[src/rtl/uart_pkg.sv]
// -----------------------------------------------------------------------------
// uart_pkg
// Shared UART constants and types. The divide constants are used by the baud
// generator; the receiver uses the oversample ratio and the rx state type.
// -----------------------------------------------------------------------------
package uart_pkg;

    localparam int CLK_FREQ   = 50_000_000;
    localparam int BAUD       = 115200;
    localparam int OVERSAMPLE = 16;

    // 50 MHz / (115200 * 16) = 27.13, rounded up to one rxclk_en every 28 clocks
    localparam int RX_DIV = (CLK_FREQ + BAUD * OVERSAMPLE - 1) / (BAUD * OVERSAMPLE);
    localparam int TX_DIV = CLK_FREQ / BAUD;

    typedef enum logic [1:0] {
        IDLE,
        START,
        DATA,
        STOP
    } rx_state_t;

endpackage

[src/rtl/uart_rx_if.sv]
// -----------------------------------------------------------------------------
// uart_rx_if
// Bundles the receiver's line, strobe and host-side signals.
//   clken     : 16x oversample strobe from the baud generator
//   rx        : asynchronous serial line, idle high
//   rdy_clr   : host acknowledge, clears rdy and overrun
//   data      : last correctly framed byte
//   rdy       : sticky byte-available flag
//   frame_err : last frame had a low stop bit
//   overrun   : sticky, byte completed while rdy was still set
// slave  = receiver side, master = host/driver side.
// -----------------------------------------------------------------------------
interface uart_rx_if #(
    parameter int DATA_BITS = 8
);
    logic                 clken;
    logic                 rx;
    logic                 rdy_clr;
    logic [DATA_BITS-1:0] data;
    logic                 rdy;
    logic                 frame_err;
    logic                 overrun;

    modport slave (
        input  clken,
        input  rx,
        input  rdy_clr,
        output data,
        output rdy,
        output frame_err,
        output overrun
    );

    modport master (
        output clken,
        output rx,
        output rdy_clr,
        input  data,
        input  rdy,
        input  frame_err,
        input  overrun
    );
endinterface

[src/rtl/uart_rx_sync.sv]
// -----------------------------------------------------------------------------
// uart_rx_sync
// Two-flop synchroniser for an asynchronous input that idles high. Both flops
// reset to 1 so a reset never looks like a falling edge downstream.
//   clk_50m : system clock
//   reset   : asynchronous active-high reset
//   d       : asynchronous input
//   q       : synchronised output, two clocks of latency
// -----------------------------------------------------------------------------
module uart_rx_sync (
    input  logic clk_50m,
    input  logic reset,
    input  logic d,
    output logic q
);
    logic meta;

    always_ff @(posedge clk_50m or posedge reset) begin
        if (reset) begin
            meta <= 1'b1;
            q    <= 1'b1;
        end else begin
            meta <= d;
            q    <= meta;
        end
    end
endmodule

[src/rtl/uart_rx.sv]
// -----------------------------------------------------------------------------
// uart_rx
// 8N1 UART receiver driven by the 16x oversample strobe. Qualifies the start
// bit at its midpoint, samples every data bit and the stop bit at mid-bit and
// presents the byte with a sticky ready flag plus framing/overrun status.
//   clk_50m : system clock
//   reset   : asynchronous active-high reset
//   bus     : uart_rx_if.slave (clken, rx, rdy_clr in; data, rdy,
//             frame_err, overrun out)
// -----------------------------------------------------------------------------
module uart_rx #(
    parameter int DATA_BITS  = 8,
    parameter int OVERSAMPLE = 16
) (
    input  logic      clk_50m,
    input  logic      reset,
    uart_rx_if.slave  bus
);
    import uart_pkg::*;

    localparam int SW = $clog2(OVERSAMPLE);
    localparam int BW = $clog2(DATA_BITS);

    localparam logic [SW-1:0] MID_START = SW'(OVERSAMPLE / 2 - 1);
    localparam logic [SW-1:0] LAST_TICK = SW'(OVERSAMPLE - 1);
    localparam logic [BW-1:0] LAST_BIT  = BW'(DATA_BITS - 1);

    rx_state_t            state;
    logic [SW-1:0]        sample;
    logic [BW-1:0]        bitidx;
    logic [DATA_BITS-1:0] shift;
    logic [DATA_BITS-1:0] data_r;
    logic                 rdy_r;
    logic                 frame_err_r;
    logic                 overrun_r;
    logic                 rx_s;

    uart_rx_sync u_sync (
        .clk_50m (clk_50m),
        .reset   (reset),
        .d       (bus.rx),
        .q       (rx_s)
    );

    always_ff @(posedge clk_50m or posedge reset) begin
        if (reset) begin
            state       <= IDLE;
            sample      <= '0;
            bitidx      <= '0;
            shift       <= '0;
            data_r      <= '0;
            rdy_r       <= 1'b0;
            frame_err_r <= 1'b0;
            overrun_r   <= 1'b0;
        end else begin
            // Host acknowledge works on any cycle; a completion below overrides it.
            if (bus.rdy_clr) begin
                rdy_r     <= 1'b0;
                overrun_r <= 1'b0;
            end

            if (bus.clken) begin
                case (state)
                    IDLE: begin
                        if (!rx_s) begin
                            state  <= START;
                            sample <= '0;
                        end
                    end

                    START: begin
                        sample <= sample + SW'(1);
                        if (sample == MID_START) begin
                            // Line back high at mid start bit: treat as a glitch.
                            if (!rx_s) begin
                                state  <= DATA;
                                sample <= '0;
                                bitidx <= '0;
                            end else begin
                                state <= IDLE;
                            end
                        end
                    end

                    DATA: begin
                        // Counter restarted at mid start bit, so a full wrap lands mid-bit.
                        sample <= sample + SW'(1);
                        if (sample == LAST_TICK) begin
                            shift[bitidx] <= rx_s;
                            if (bitidx == LAST_BIT) begin
                                state  <= STOP;
                                sample <= '0;
                            end else begin
                                bitidx <= bitidx + BW'(1);
                            end
                        end
                    end

                    STOP: begin
                        sample <= sample + SW'(1);
                        if (sample == LAST_TICK) begin
                            state <= IDLE;
                            if (rx_s) begin
                                data_r      <= shift;
                                frame_err_r <= 1'b0;
                                rdy_r       <= 1'b1;
                                overrun_r   <= rdy_r && !bus.rdy_clr;
                            end else begin
                                frame_err_r <= 1'b1;
                            end
                        end
                    end

                    default: state <= IDLE;
                endcase
            end
        end
    end

    assign bus.data      = data_r;
    assign bus.rdy       = rdy_r;
    assign bus.frame_err = frame_err_r;
    assign bus.overrun   = overrun_r;
endmodule

[src/flat_wrapper.sv]
// flat-port wrapper written by rule: the top's interface ports become plain ports
module uart_rx_flat import uart_pkg::*;
#(
    parameter int DATA_BITS  = 8,
    parameter int OVERSAMPLE = 16
)
  (clk_50m, reset, bus_clken, bus_rx, bus_rdy_clr, bus_data, bus_rdy, bus_frame_err, bus_overrun);
  uart_rx_if #(.DATA_BITS(DATA_BITS)) bus_i ();
  input  logic clk_50m;
  input  logic reset;
  input wire logic [$bits(bus_i.clken)-1:0] bus_clken;
  input wire logic [$bits(bus_i.rx)-1:0] bus_rx;
  input wire logic [$bits(bus_i.rdy_clr)-1:0] bus_rdy_clr;
  output wire logic [$bits(bus_i.data)-1:0] bus_data;
  output wire logic [$bits(bus_i.rdy)-1:0] bus_rdy;
  output wire logic [$bits(bus_i.frame_err)-1:0] bus_frame_err;
  output wire logic [$bits(bus_i.overrun)-1:0] bus_overrun;
  assign bus_i.clken = bus_clken;
  assign bus_i.rx = bus_rx;
  assign bus_i.rdy_clr = bus_rdy_clr;
  assign bus_data = bus_i.data;
  assign bus_rdy = bus_i.rdy;
  assign bus_frame_err = bus_i.frame_err;
  assign bus_overrun = bus_i.overrun;
  uart_rx #(.DATA_BITS(DATA_BITS), .OVERSAMPLE(OVERSAMPLE)) u_core (.clk_50m(clk_50m), .reset(reset), .bus(bus_i));
endmodule
[config.mk]
export PLATFORM = sky130hd
export DESIGN_NAME = uart_rx_flat
export DESIGN_NICKNAME = d
export VERILOG_FILES = /design/src/rtl/uart_pkg.sv /design/src/rtl/uart_rx_if.sv /design/src/rtl/uart_rx_sync.sv /design/src/rtl/uart_rx.sv /design/src/flat_wrapper.sv
export SDC_FILE = /design/constraint.sdc
export NUM_CORES = 1
export LEC_CHECK = 0
export ABC_AREA = 1
export CORE_ASPECT_RATIO = 0.8
export CORE_MARGIN = 2
export CORE_UTILIZATION = 35
export DETAILED_ROUTE_END_ITERATION = 8
export DONT_BUFFER_PORTS = 1
export MAX_ROUTING_LAYER = met4
export SYNTH_ARGS = -nofsm -noshare
export SYNTH_HDL_FRONTEND = slang
export SYNTH_SLANG_ARGS = --single-unit
export TNS_END_PERCENT = 5
[constraint.sdc]
create_clock -name clk_50m -period 4.6 [get_ports clk_50m]
set_clock_uncertainty 0.2 [all_clocks]
set_input_delay 0.69 -clock clk_50m [delete_from_list [all_inputs] [get_ports clk_50m]]
set_output_delay 0.69 -clock clk_50m [all_outputs]
set_load 0.01 [all_outputs]
== Word level (Yosys, flattened, before mapping) ==
Index checks and enable logic that the tools add are counted.
W data, S select, Z words.
Operators by class
  $lt $le $gt $ge: 2
  reduce and logical (&&, ||, !) cells: 11
  $add $sub $neg: 2
  muxes and demuxes: 32
  eq/ne operators: 13
Operator list (number)
  $mux W4: 5
  $pmux W4 S4: 1
  $mux W1: 12
  $mux W2: 6
  $mux W3: 4
  $reduce_and A6 Y1: 2
  $bwmux W8: 1
  $ne A2 B1 Y1 const B: 4
  $pmux W2 S4: 1
  $ne A2 B2 Y1 const B: 3
  $pmux W3 S2: 1
  $reduce_and A3 Y1: 2
  $add A4 B1 Y4 const B: 1
  $eq A2 B2 Y1 const B: 2
  $eq A4 B3 Y1 const B: 1
  $eq A4 B4 Y1 const B: 1
  $lt A3 B4 Y1 const B: 1
  $reduce_and A4 Y1: 1
  $add A3 B1 Y3 const B: 1
  $demux W1 S3: 1
  $eq A3 B3 Y1 const B: 1
  $ge A3 B1 Y1 const B: 1
  $eq A2 B1 Y1 const B: 1
  $logic_and A1 B1 Y1: 2
  4 further kinds: 4
Storage, ports and cells
  word-level logic and storage cells: 70
  bits in registers: 30
  output and inout port bits: 11
  input port bits: 5

== Logic depth before layout (Yosys ltp) ==
Gate-level depths: netlist (run 1).
  depth after elaboration: 6
  depth in mapped cells: 8
  depth with buffers taken out: 8

== Cells and area by module ==
Synthesis (run 1) repeated with hierarchy kept, for this count alone.
Second synthesis, totals
  cell total of the unflattened synthesis: 176
  area, all modules: 1428.9 µm²
Modules (own cells, without submodules)
  uart_rx: times used 1, area an instance 1372.6 µm², cells each 173
  uart_rx_sync: times used 1, area an instance 56.3 µm², cells each 3

== Worst setup path before layout (run 1) ==
Ideal clock, no wire load.
  kind: reg2reg
  start point: reg u_core.bitidx[1]
  end point: reg u_core.bitidx[2]
  path buffers: 0
  stages on the path, launching flop included: 8
  path slack: 2.942 ns
  period minus slack after synthesis: 1.658 ns
  setup time: 0.117 ns
  data arrival time: 1.341 ns
  data required time: 4.283 ns
  cell sequence: dfrtp_1 ha_1 ha_1 nand3b_1 o21ai_1 nand2_1 nand2_1 nand2_1
Between the ends
  cells in the longest elaborated chain, start to end: 4
RTL lines
  start: declaration: line uart_rx.sv:30  | logic [BW-1:0] bitidx;
  start signal: assignment: line uart_rx.sv:94  | bitidx <= bitidx + BW'(1);
  $add A3 B1 Y3: line uart_rx.sv:94
  $mux W3: line uart_rx.sv:90  | if (bitidx == LAST_BIT) begin
  $mux W3: line uart_rx.sv:88  | if (sample == LAST_TICK) begin
  $pmux W3 S2: line uart_rx.sv:63  | case (state)
Several ways; a longest one is shown, not always the timed one. The select of a mux whose other input is x is not followed.
A chain may end at the register's enable or synchronous reset.

== Worst setup path in the final report (run 1) ==
  start point: reg u_core.bitidx[0]
  end point: reg u_core.bitidx[0]
Same word-level chain as after synthesis.

==> impl_metrics.toml, run 1 <==
[run_status]
outcome = "completed"

[cts]
post-cts-setup-buffers = 0
ctsResizeCount = 0
h-tree-depth = 2
hold_buffers = 0
cts_made_buffers = 5
clock-sinks = 30
clkLatencyLatePin_ns = 0.29
cts_tree = "done"
clock_tree.buffer_depth = 2
cts_root_buf = "clkbuf_8"
clk_pin_slew_ns = 0.06

[synth]
synthCells = 182
synth_top_area_share_pct = 46.6
syn_area_um2 = 1500
netlist_top_cells_area = "dfrtp_1, nand2_1, inv_1"
synth-seq-cells = 30
yosys_most_used_dff = "dfrtp_1"
netlist.top_cell.by_area = "dfrtp_1"
synth.most_common_cell = "nand2_1"
synth_fp_nets = 190
yosysSeqAreaShare_pct = 50.1
postSynthAreaPerCell_um2 = 8.26
ys_warn_count = 0
synth_edf_count = 0
synthArstFlopShare_pct = 100
synth_top_cells_by_count = "nand2_1, dfrtp_1, inv_1"
synth.distinct_cells = 22

[job]
cap_violations = 0

[setup_path]
arrival_ns = 2.04
r2r.worst_path.cells = 7
path_cells = "ha_1 -> ha_1 -> nand3b_1 -> o21ai_1 -> nand2_1 -> nand2_1 -> nand2_1"
path_buf_inv = 0
slowest_stage = "dfrtp_1"
r2r_end = "u_core.bitidx[0]$_DFFE_PP0P_"
critPathKind = "flop to flop"
endpoint_kind = "flop"
cp_max_fo = 11
timing.rr.start = "u_core.bitidx[0]$_DFFE_PP0P_"
r2r_slack_ns = 2.53
slowest_delay_ns = 0.50
cp.required_ns = 4.57
start_kind = "flop"
cp_top_family = "flip-flops"
cpMostUsedCell = "nand2_1"

[timing]
fin_setup_tns_ns = 0
min_period_ns = 2.07
setup_viol = 0
worstMarginPinSlew_ns = 0.385
fin_hold_ws_ns = 0.156
drv_slew = 0
slew_headroom_pct = 74.3
fin_crit_sh_pct = 44.9
finalWorstSetupSlack_ns = 2.53
max_freq_mhz = 484
grt_setup_unrepaired = "no"
finalHoldViolations = 0

[die]
die_w_um = 77.3
num_rows = 21
initial_core_util_pct = 36.2
io_pins = 16
dieHeight_um = 62.6
core_um2 = 4150
die_area_um2 = 4840

[global_routing]
antenna_found_initial = 0
grt_remaining_overflow = 0
grt_usage_pct = 13.5
grt_pass1_vias = 1022
grt_max_degree = 31
grt_pass1_wl_um = 4820

[pwr]
p_per_area_nw_per_um2 = 454
p_leak_uw = 0.000860
irDropWorstVdd_mv = 0.169
p_total_uw = 749

[drt]
drt-pass1-iter-count = 5
drtIter0Drc = 35
routed_via_density = 4.54
ant_nets = 0
routed_wl_um = 2830
wire_per_inst_um = 11.6
drc_errors = 0
route.vias.total = 1108

[finish]
design_area_um2 = 1650
nets = 194
drive_gt1_share_pct = 11.8
syn_to_final_growth_pct = 9.82
num_antenna_cells = 0
fillers = 448

[place]
pre_cts_ws_ns = 2.60
dp_hpwl_um = 2020
port_buffers = 0
postPlaceCellArea_um2 = 1560
gp_congestion = 0.819

[worst_hold_path]
hold_depth = 0
min_from = "u_core.u_sync.meta$_DFF_PP1_"
hp-class = "flop to flop"
hold_end = "u_core.u_sync.q$_DFF_PP1_"
==> worst max path at each step <==
stage | startpoint | to | slack, ns | depth (start not counted)
floorplan | u_core.bitidx[1]$_DFFE_PP0P_ | u_core.bitidx[2]$_DFFE_PP0P_ | 2.94 | 7
global placement | u_core.bitidx[0]$_DFFE_PP0P_ | u_core.bitidx[0]$_DFFE_PP0P_ | 2.61 | 7
detailed placement | u_core.bitidx[0]$_DFFE_PP0P_ | u_core.bitidx[0]$_DFFE_PP0P_ | 2.60 | 7
CTS | u_core.bitidx[0]$_DFFE_PP0P_ | u_core.bitidx[0]$_DFFE_PP0P_ | 2.58 | 7
global route | u_core.bitidx[0]$_DFFE_PP0P_ | u_core.bitidx[0]$_DFFE_PP0P_ | 2.41 | 7
finish | u_core.bitidx[0]$_DFFE_PP0P_ | u_core.bitidx[0]$_DFFE_PP0P_ | 2.53 | 7
==> per-layer routing <==
layer / GRT usage (%) / vias up / part of all wire (%)
li1: - / 582 / -
met1: 18.6 / 497 / 54
met2: 17.1 / 25 / 39
met3: 5.92 / 4 / 5.9
met4: 5.36 / 0 / 1.4
met5: - / - / 0
==> placed cells by master, fill, tap and decap left out <==
master      synthesis  routed
nand2_1            62      62
nor2_4              1       1
xnor2_1             1       1
nor3_4              1       1
nand3b_1            3       3
inv_1              21      21
buf_4               0       1
nand3_4             1       1
nand4_4             1       1
o21ai_0             5       5
dfrtp_1            28      28
nor2_2              2       2
dfstp_2             2       2
nand4_1             5       5
o21ai_2             5       5
nor2_1             18      18
a31oi_1             1       1
a21oi_1             3       3
o21ai_1             1       1
clkbuf_8            0       6
clkinv_2            0       1
nand3_1            14      14
clkinvlp_4          0       1
ha_1                3       3
==> where the power goes <==
group	total, uW	switching (uW)	leakage [uW]	internal (uW)
Clock	222	102	0.0000472	120
Sequential	351	58.6	0.000385	293
Combinational	176	121	0.000427	54.8
==> area by class of cell <==
type | instances | area [um^2] | share of cell area, %
multi-input combinational | 127 | 644 | 39.0
clock inverter | 2 | 12.5 | 0.758
timing repair buffer | 1 | 7.51 | 0.455
tap | 57 | 71.3 | 4.32
clock buffer | 6 | 82.6 | 5.00
inverter | 21 | 78.8 | 4.78
sequential | 30 | 753 | 45.6
==> stage by stage <==
| stage | cells | utilization (%) |
|---|---|---|
| final | 244 | 39.8 |
| after floorplan | 182 | - |
| after global routing | 244 | 39.8 |
| after detailed placement | 236 | 37.5 |
| after global placement | 236 | 37.5 |
| after CTS | 244 | 39.8 |
==> state kept, by name, indices dropped and copies added, names as in the netlist, named ones only <==
register,flops
u_core.bus.overrun,1
u_core.u_sync.meta,1
u_core.u_sync.q,1
u_core.sample,4
u_core.bus.frame_err,1
u_core.bitidx,3
u_core.bus.data,8
u_core.shift,8
u_core.state,1
u_core.bus.rdy,1
==> cells by family after synthesis <==
kind of cell	share of synthesized area (%)
simple gates	33.5
flops	50.1
buf+inv	6.99
compound gates	6.33
fa+ha+maj	2.50
xor+xnor	0.583
No activity file was read; power rests on OpenSTA's default activity.
==> inputs of run 2 (changes only) <==
==> constraint.sdc (replaced) <==
create_clock -name clk_50m -period 2 [get_ports clk_50m]
set_clock_uncertainty 0.2 [all_clocks]
set_input_delay 0.3 -clock clk_50m [delete_from_list [all_inputs] [get_ports clk_50m]]
set_output_delay 0.3 -clock clk_50m [all_outputs]
set_load 0.01 [all_outputs]
==> run 2 against run 1 <==
Cell area rose by 5.6%. Die area is the same. Sequential power up 120%. Routed wire length is 5.9% lower. Sequential share of layout area is 2.4 points lower. Non-clock buffer count grew 9. Register-to-register slack got worse by 2.3 ns. Critical path depth stayed put. Clock-buffer cell count increased by 2. Largest power group unchanged.
==> impl_metrics.toml, run 2 (same netlist as run 1, synthesis figures left out) <==
[setup_path]
path_buf_inv = 0
cp_top_family = "simple AND/OR/NAND/NOR gates"
r2r_end = "u_core.bitidx[2]$_DFFE_PP0P_"
slowest_delay_ns = 0.41
path_cells = "ha_1 -> ha_1 -> nand3b_1 -> o21ai_1 -> nand2_1 -> nand2_1 -> nand2_1"
r2r_slack_ns = 0.19
timing.rr.start = "u_core.bitidx[1]$_DFFE_PP0P_"
slowest_stage = "dfrtp_1"
arrival_ns = 1.77
cp_max_fo = 5
r2r.worst_path.cells = 7
critPathLaunch = "u_core.bitidx[1]$_DFFE_PP0P_"
endpoint_kind = "flop"
critPathKind = "flop to flop"
cpMostUsedCell = "nand2_1"
start_kind = "flop"
cp.required_ns = 1.96

[place]
dp_hpwl_um = 1890
gp_congestion = 0.850
port_buffers = 0

[pwr]
irDropWorstVdd_mv = 0.307
p_clk_share_pct = 31.6
p_sw_share_pct = 34.3
p_switching_uw = 609
p_leak_uw = 0.000906
p_int_uw = 1160
p_seq_share_pct = 43.9
p_per_area_nw_per_um2 = 1020
p_comb_share_pct = 24.5

[timing]
worstMarginPinSlew_ns = 0.387
finalHoldViolations = 0
drv_slew = 0
fin_hold_ws_ns = 0.0120
slew_headroom_pct = 74.2
fin_setup_tns_ns = 0
max_freq_mhz = 553
grt_setup_unrepaired = "no"
min_period_ns = 1.81
setup_viol = 0
fin_crit_sh_pct = 90.3

[cts]
cts_tree = "done"
clkLatencyLatePin_ns = 0.27
clock_tree.buffer_depth = 2
clk_pin_slew_ns = 0.06
cts_root_buf = "clkbuf_8"
h-tree-depth = 2
cts_made_buffers = 5
clock-sinks = 30

[job]
cap_violations = 0

[drt]
ant_nets = 0
drc_errors = 0
routed_via_density = 4.58
drt-pass1-iter-count = 4
route.vias.total = 1160
wire_per_inst_um = 10.5
drtIter0Drc = 53
routed_wl_um = 2660

[die]
initial_core_util_pct = 36.2
num_rows = 21
die_area_um2 = 4840
core_um2 = 4150
dieHeight_um = 62.6
io_pins = 16
die_w_um = 77.3

[finish]
final_common_cell = "nand2_1"
drive_gt1_share_pct = 14.3
num_antenna_cells = 0
nets = 203
syn_to_final_growth_pct = 16.0
mostFrequentLayoutCells = "nand2_1, dfrtp_1, inv_1"

[global_routing]
grt_remaining_overflow = 0
grt_pass1_wl_um = 4790
antenna_found_initial = 0
grt_pass1_vias = 1061
grt_usage_pct = 13.0
grt_max_degree = 31

[worst_hold_path]
hold_depth = 3
hold_end = "u_core.bus.overrun$_DFF_PP0_"
min_from = "bus_rdy_clr"
hp-class = "input port to flop"

[run_status]
outcome = "completed"
## run 2: how the worst max path moves through the flow
| stage | end | slack (ns) | cells past startpoint |
|---|---|---|---|
| final | u_core.bitidx[2]$_DFFE_PP0P_ | 0.19 | 7 |
| after global routing | u_core.bitidx[0]$_DFFE_PP0P_ | 0.03 | 8 |
| after CTS | u_core.bus.data[7]$_DFFE_PP0P_ | 0.09 | 7 |
| after detailed placement | u_core.bus.data[7]$_DFFE_PP0P_ | 0.10 | 7 |
| after global placement | u_core.bus.data[7]$_DFFE_PP0P_ | 0.11 | 7 |
| after floorplan | u_core.bitidx[2]$_DFFE_PP0P_ | 0.34 | 7 |
## run 2: power by group through the flow
| stage | Sequential (uW) | Combinational [uW] | Clock [uW] |
|---|---|---|---|
| after CTS | 777 | 437 | 578 |
| after global routing | 791 | 506 | 608 |
| final | 777 | 435 | 560 |
| after global placement | 790 | 432 | 0 |
| after detailed placement | 788 | 430 | 0 |
| after floorplan | 742 | 384 | 0 |
## run 2: metal layers
layer  track usage (%)  part of all wire, %  vias to the layer above
li1                  -                    -                      605
met1              17.6                   51                      533
met2              17.7                   43                       20
met3              4.34                  4.3                        2
met4              5.36                  1.2                        0
met5                 -                    0                        -
## run 2: what timing repair did
| action | in CTS | in global routing |
|---|---|---|
| hold buffers | 4 | 0 |
| hold endpoints to repair | 31 | 0 |
| buffers inserted | 0 | 4 |
| endpoints found under the setup margin | 0 | 5 |
| resized for setup | 0 | 1 |
## run 2: tightest hold or removal path: cells and delay by family
kind | cells | cell delay [ns]
AOI/OAI and AO/OA | 1 | 0.06
buffers and inverters | 1 | 0.02
and+or+nand+nor | 1 | 0.08
## run 2: final cells by class
cell class / count / area [um^2]
Sequential cell: 30 / 753
Inverter: 21 / 78.8
Clock buffer: 8 / 110
Multi-Input combinational cell: 127 / 644
Timing Repair Buffer: 10 / 85.1
Fill cell: 432 / 2410
Tap cell: 57 / 71.3
## run 2: per-stage QoR
stage                     area [um^2]  instances  total power, uW  setup slack, ns  util [%]
final                            1740        253             1770            0.193      42.0
after floorplan                  1500        182             1130            0.342         -
after detailed placement         1560        237             1220            0.103      37.6
after global routing             1740        253             1910           0.0250      42.0
after CTS                        1710        249             1790           0.0875      41.3
after global placement           1560        237             1220            0.110      37.6
==> inputs of run 3 (changes only) <==
--- a/config.mk
+++ b/config.mk
@@ -9,9 +9,11 @@
 export CORE_ASPECT_RATIO = 0.8
 export CORE_MARGIN = 2
 export CORE_UTILIZATION = 35
+export CTS_CLUSTER_DIAMETER = 40
 export DETAILED_ROUTE_END_ITERATION = 8
 export DONT_BUFFER_PORTS = 1
 export MAX_ROUTING_LAYER = met4
+export SETUP_SLACK_MARGIN = 0.5
 export SYNTH_ARGS = -nofsm -noshare
 export SYNTH_HDL_FRONTEND = slang
 export SYNTH_SLANG_ARGS = --single-unit
==> run 3 against run 2 <==
Clock-buffer cell count fell by 3. Cell area rose by 3.8%. Maximum frequency rose by 11%. Routed wire length rose by 6.3%. Utilization rose by 1.6 points. Critical path depth did not move. Total power rose by 8.5%. Clock power rose by 6.6%. Sequential power rose by 1%. Sequential cell count did not move. Global-route usage rose by 1.2 points. Via count rose by 0.60%. Largest cell class unchanged. Highest routed layer unchanged.
==> impl_metrics.toml, run 3 (same netlist as run 1, synthesis figures left out) <==
[drt]
drt-pass1-iter-count = 4
ant_nets = 0
drc_errors = 0
highest_layer = "met4"
routed_wl_um = 2830
wire_per_inst_um = 11.0
drt-met1-wl_um = 1410
dr_wl_met2_um = 1230
drtIter0Drc = 95
route.vias.total = 1167
routed_via_density = 4.54
wl_met3_um = 157

[cts]
clock_tree.buffer_depth = 2
clk_pin_slew_ns = 0.06
cts_root_buf = "clkbuf_8"
cts_tree = "done"
clkLatencyLatePin_ns = 0.29
clock-sinks = 30
cts_made_buffers = 5
h-tree-depth = 2

[die]
die_w_um = 77.3
core_um2 = 4150
io_pins = 16
die_area_um2 = 4840
initial_core_util_pct = 36.2
dieHeight_um = 62.6
num_rows = 21

[setup_path]
cp_top_family = "flip-flops"
endpoint_kind = "flop"
cp_max_fo = 3
start_kind = "flop"
cp.required_ns = 2.02
slowest_delay_ns = 0.39
critPathKind = "flop to flop"
arrival_ns = 1.66
path_cells = "ha_2 -> ha_2 -> nand3b_1 -> o21ai_2 -> buf_4 -> nand3b_1 -> nand2_1"
path_buf_inv = 1
slowest_stage = "dfrtp_1"

[finish]
fillers = 433
drive_gt1_share_pct = 20.0
syn_to_final_growth_pct = 20.4
num_antenna_cells = 0
nets = 207
mostFrequentLayoutCells = "nand2_1, dfrtp_1, inv_1"
final_common_cell = "nand2_1"

[place]
dp_hpwl_um = 1900
gp_congestion = 0.857
port_buffers = 0

[timing]
fin_setup_tns_ns = 0
grt_setup_unrepaired = "yes"
min_period_ns = 1.63
slew_headroom_pct = 73.8
setup_viol = 0
finalHoldViolations = 0
fin_crit_sh_pct = 81.6
worstMarginPinSlew_ns = 0.393
max_freq_mhz = 613
drv_slew = 0
fin_hold_ws_ns = 0.0106

[pwr]
p_per_area_nw_per_um2 = 1060
irDropWorstVdd_mv = 0.427
p_leak_uw = 0.000927

[global_routing]
grt_pass1_vias = 1172
grt_usage_pct = 14.2
grt_pass1_wl_um = 5250
grt_max_degree = 31
grt_remaining_overflow = 0
antenna_found_initial = 0

[worst_hold_path]
hp-class = "input port to flop"

[run_status]
outcome = "completed"

[job]
cap_violations = 0
run 3: cell count changes in the layout (fill, tap and decap cells not counted), moves of 2 or more:
cell      change
ha_1          -3
clkbuf_8      -3
clkinv_2      +2
dfrtp_1       -2
dfrtp_2       +2
buf_4         +3
ha_2          +2
run 3: layout make-up:
type | count | area (um^2) | share of cell area [%]
Clock buffer | 5 | 68.8 | 3.80
Clock inverter | 3 | 40.0 | 2.21
Inverter | 21 | 78.8 | 4.36
Multi-Input combinational cell | 127 | 676 | 37.3
Sequential cell | 30 | 756 | 41.8
Tap cell | 57 | 71.3 | 3.94
Timing Repair Buffer | 14 | 119 | 6.57
run 3: through the flow:
step           setup slack [ns]  util, %  total power (uW)  std cells  instance area, um^2
2_1_floorplan             0.387        -              1130        182                 1510
3_3_place_gp              0.289     37.9              1230        238                 1570
3_5_place_dp              0.274     37.9              1230        238                 1570
4_1_cts                   0.347     42.7              1900        254                 1770
5_1_grt                   0.274     43.6              2080        257                 1810
6_report                  0.368     43.6              1920        257                 1810
run 3: what timing repair did:
item / 4_1_cts / 5_1_grt
pin swaps: 5 / 4
resized for setup: 5 / 6
setup endpoints to repair: 26 / 28
endpoints found under the hold margin: 31 / 0
gates cloned: 0 / 0
hold buffers: 4 / 0
buffers inserted: 4 / 3
run 3: report_power, final:
part	switching (uW)	leakage (uW)	internal, uW
logic	332	0.000486	207
clock network	231	0.0000579	366
registers	109	0.000383	679
total	672	0.000927	1250
run 3: final timing paths:
| check | slack (ns) | endpoint | cells past startpoint | startpoint |
|---|---|---|---|---|
| max | 0.37 | u_core.bitidx[1]$_DFFE_PP0P_ | 7 | u_core.bitidx[1]$_DFFE_PP0P_ |
| min | 0.01 | u_core.bus.overrun$_DFF_PP0_ | 3 | bus_rdy_clr |
| min reg2reg | 0.15 | u_core.u_sync.q$_DFF_PP1_ | 0 | u_core.u_sync.meta$_DFF_PP1_ |
| max in group asynchronous | 0.94 | u_core.u_sync.meta$_DFF_PP1_ | 3 | reset |
| min in group asynchronous | 0.33 | u_core.bus.frame_err$_DFFE_PP0P_ | 3 | reset |
| max reg2reg | 0.37 | u_core.bitidx[1]$_DFFE_PP0P_ | 7 | u_core.bitidx[1]$_DFFE_PP0P_ |
run 3: per-layer routing:
metal	vias up	GRT usage [%]
li1	617	-
met1	519	18.0
met2	25	20.5
met3	6	4.19
met4	0	7.37
met5	-	-
run 3: worst register-to-register path, cell delays in order, from the launching register on:
cell and delay, ns:
dfrtp_1 0.39, ha_2 0.19, ha_2 0.16, nand3b_1 0.19, o21ai_2 0.16, buf_4 0.14, nand3b_1 0.08, nand2_1 0.07
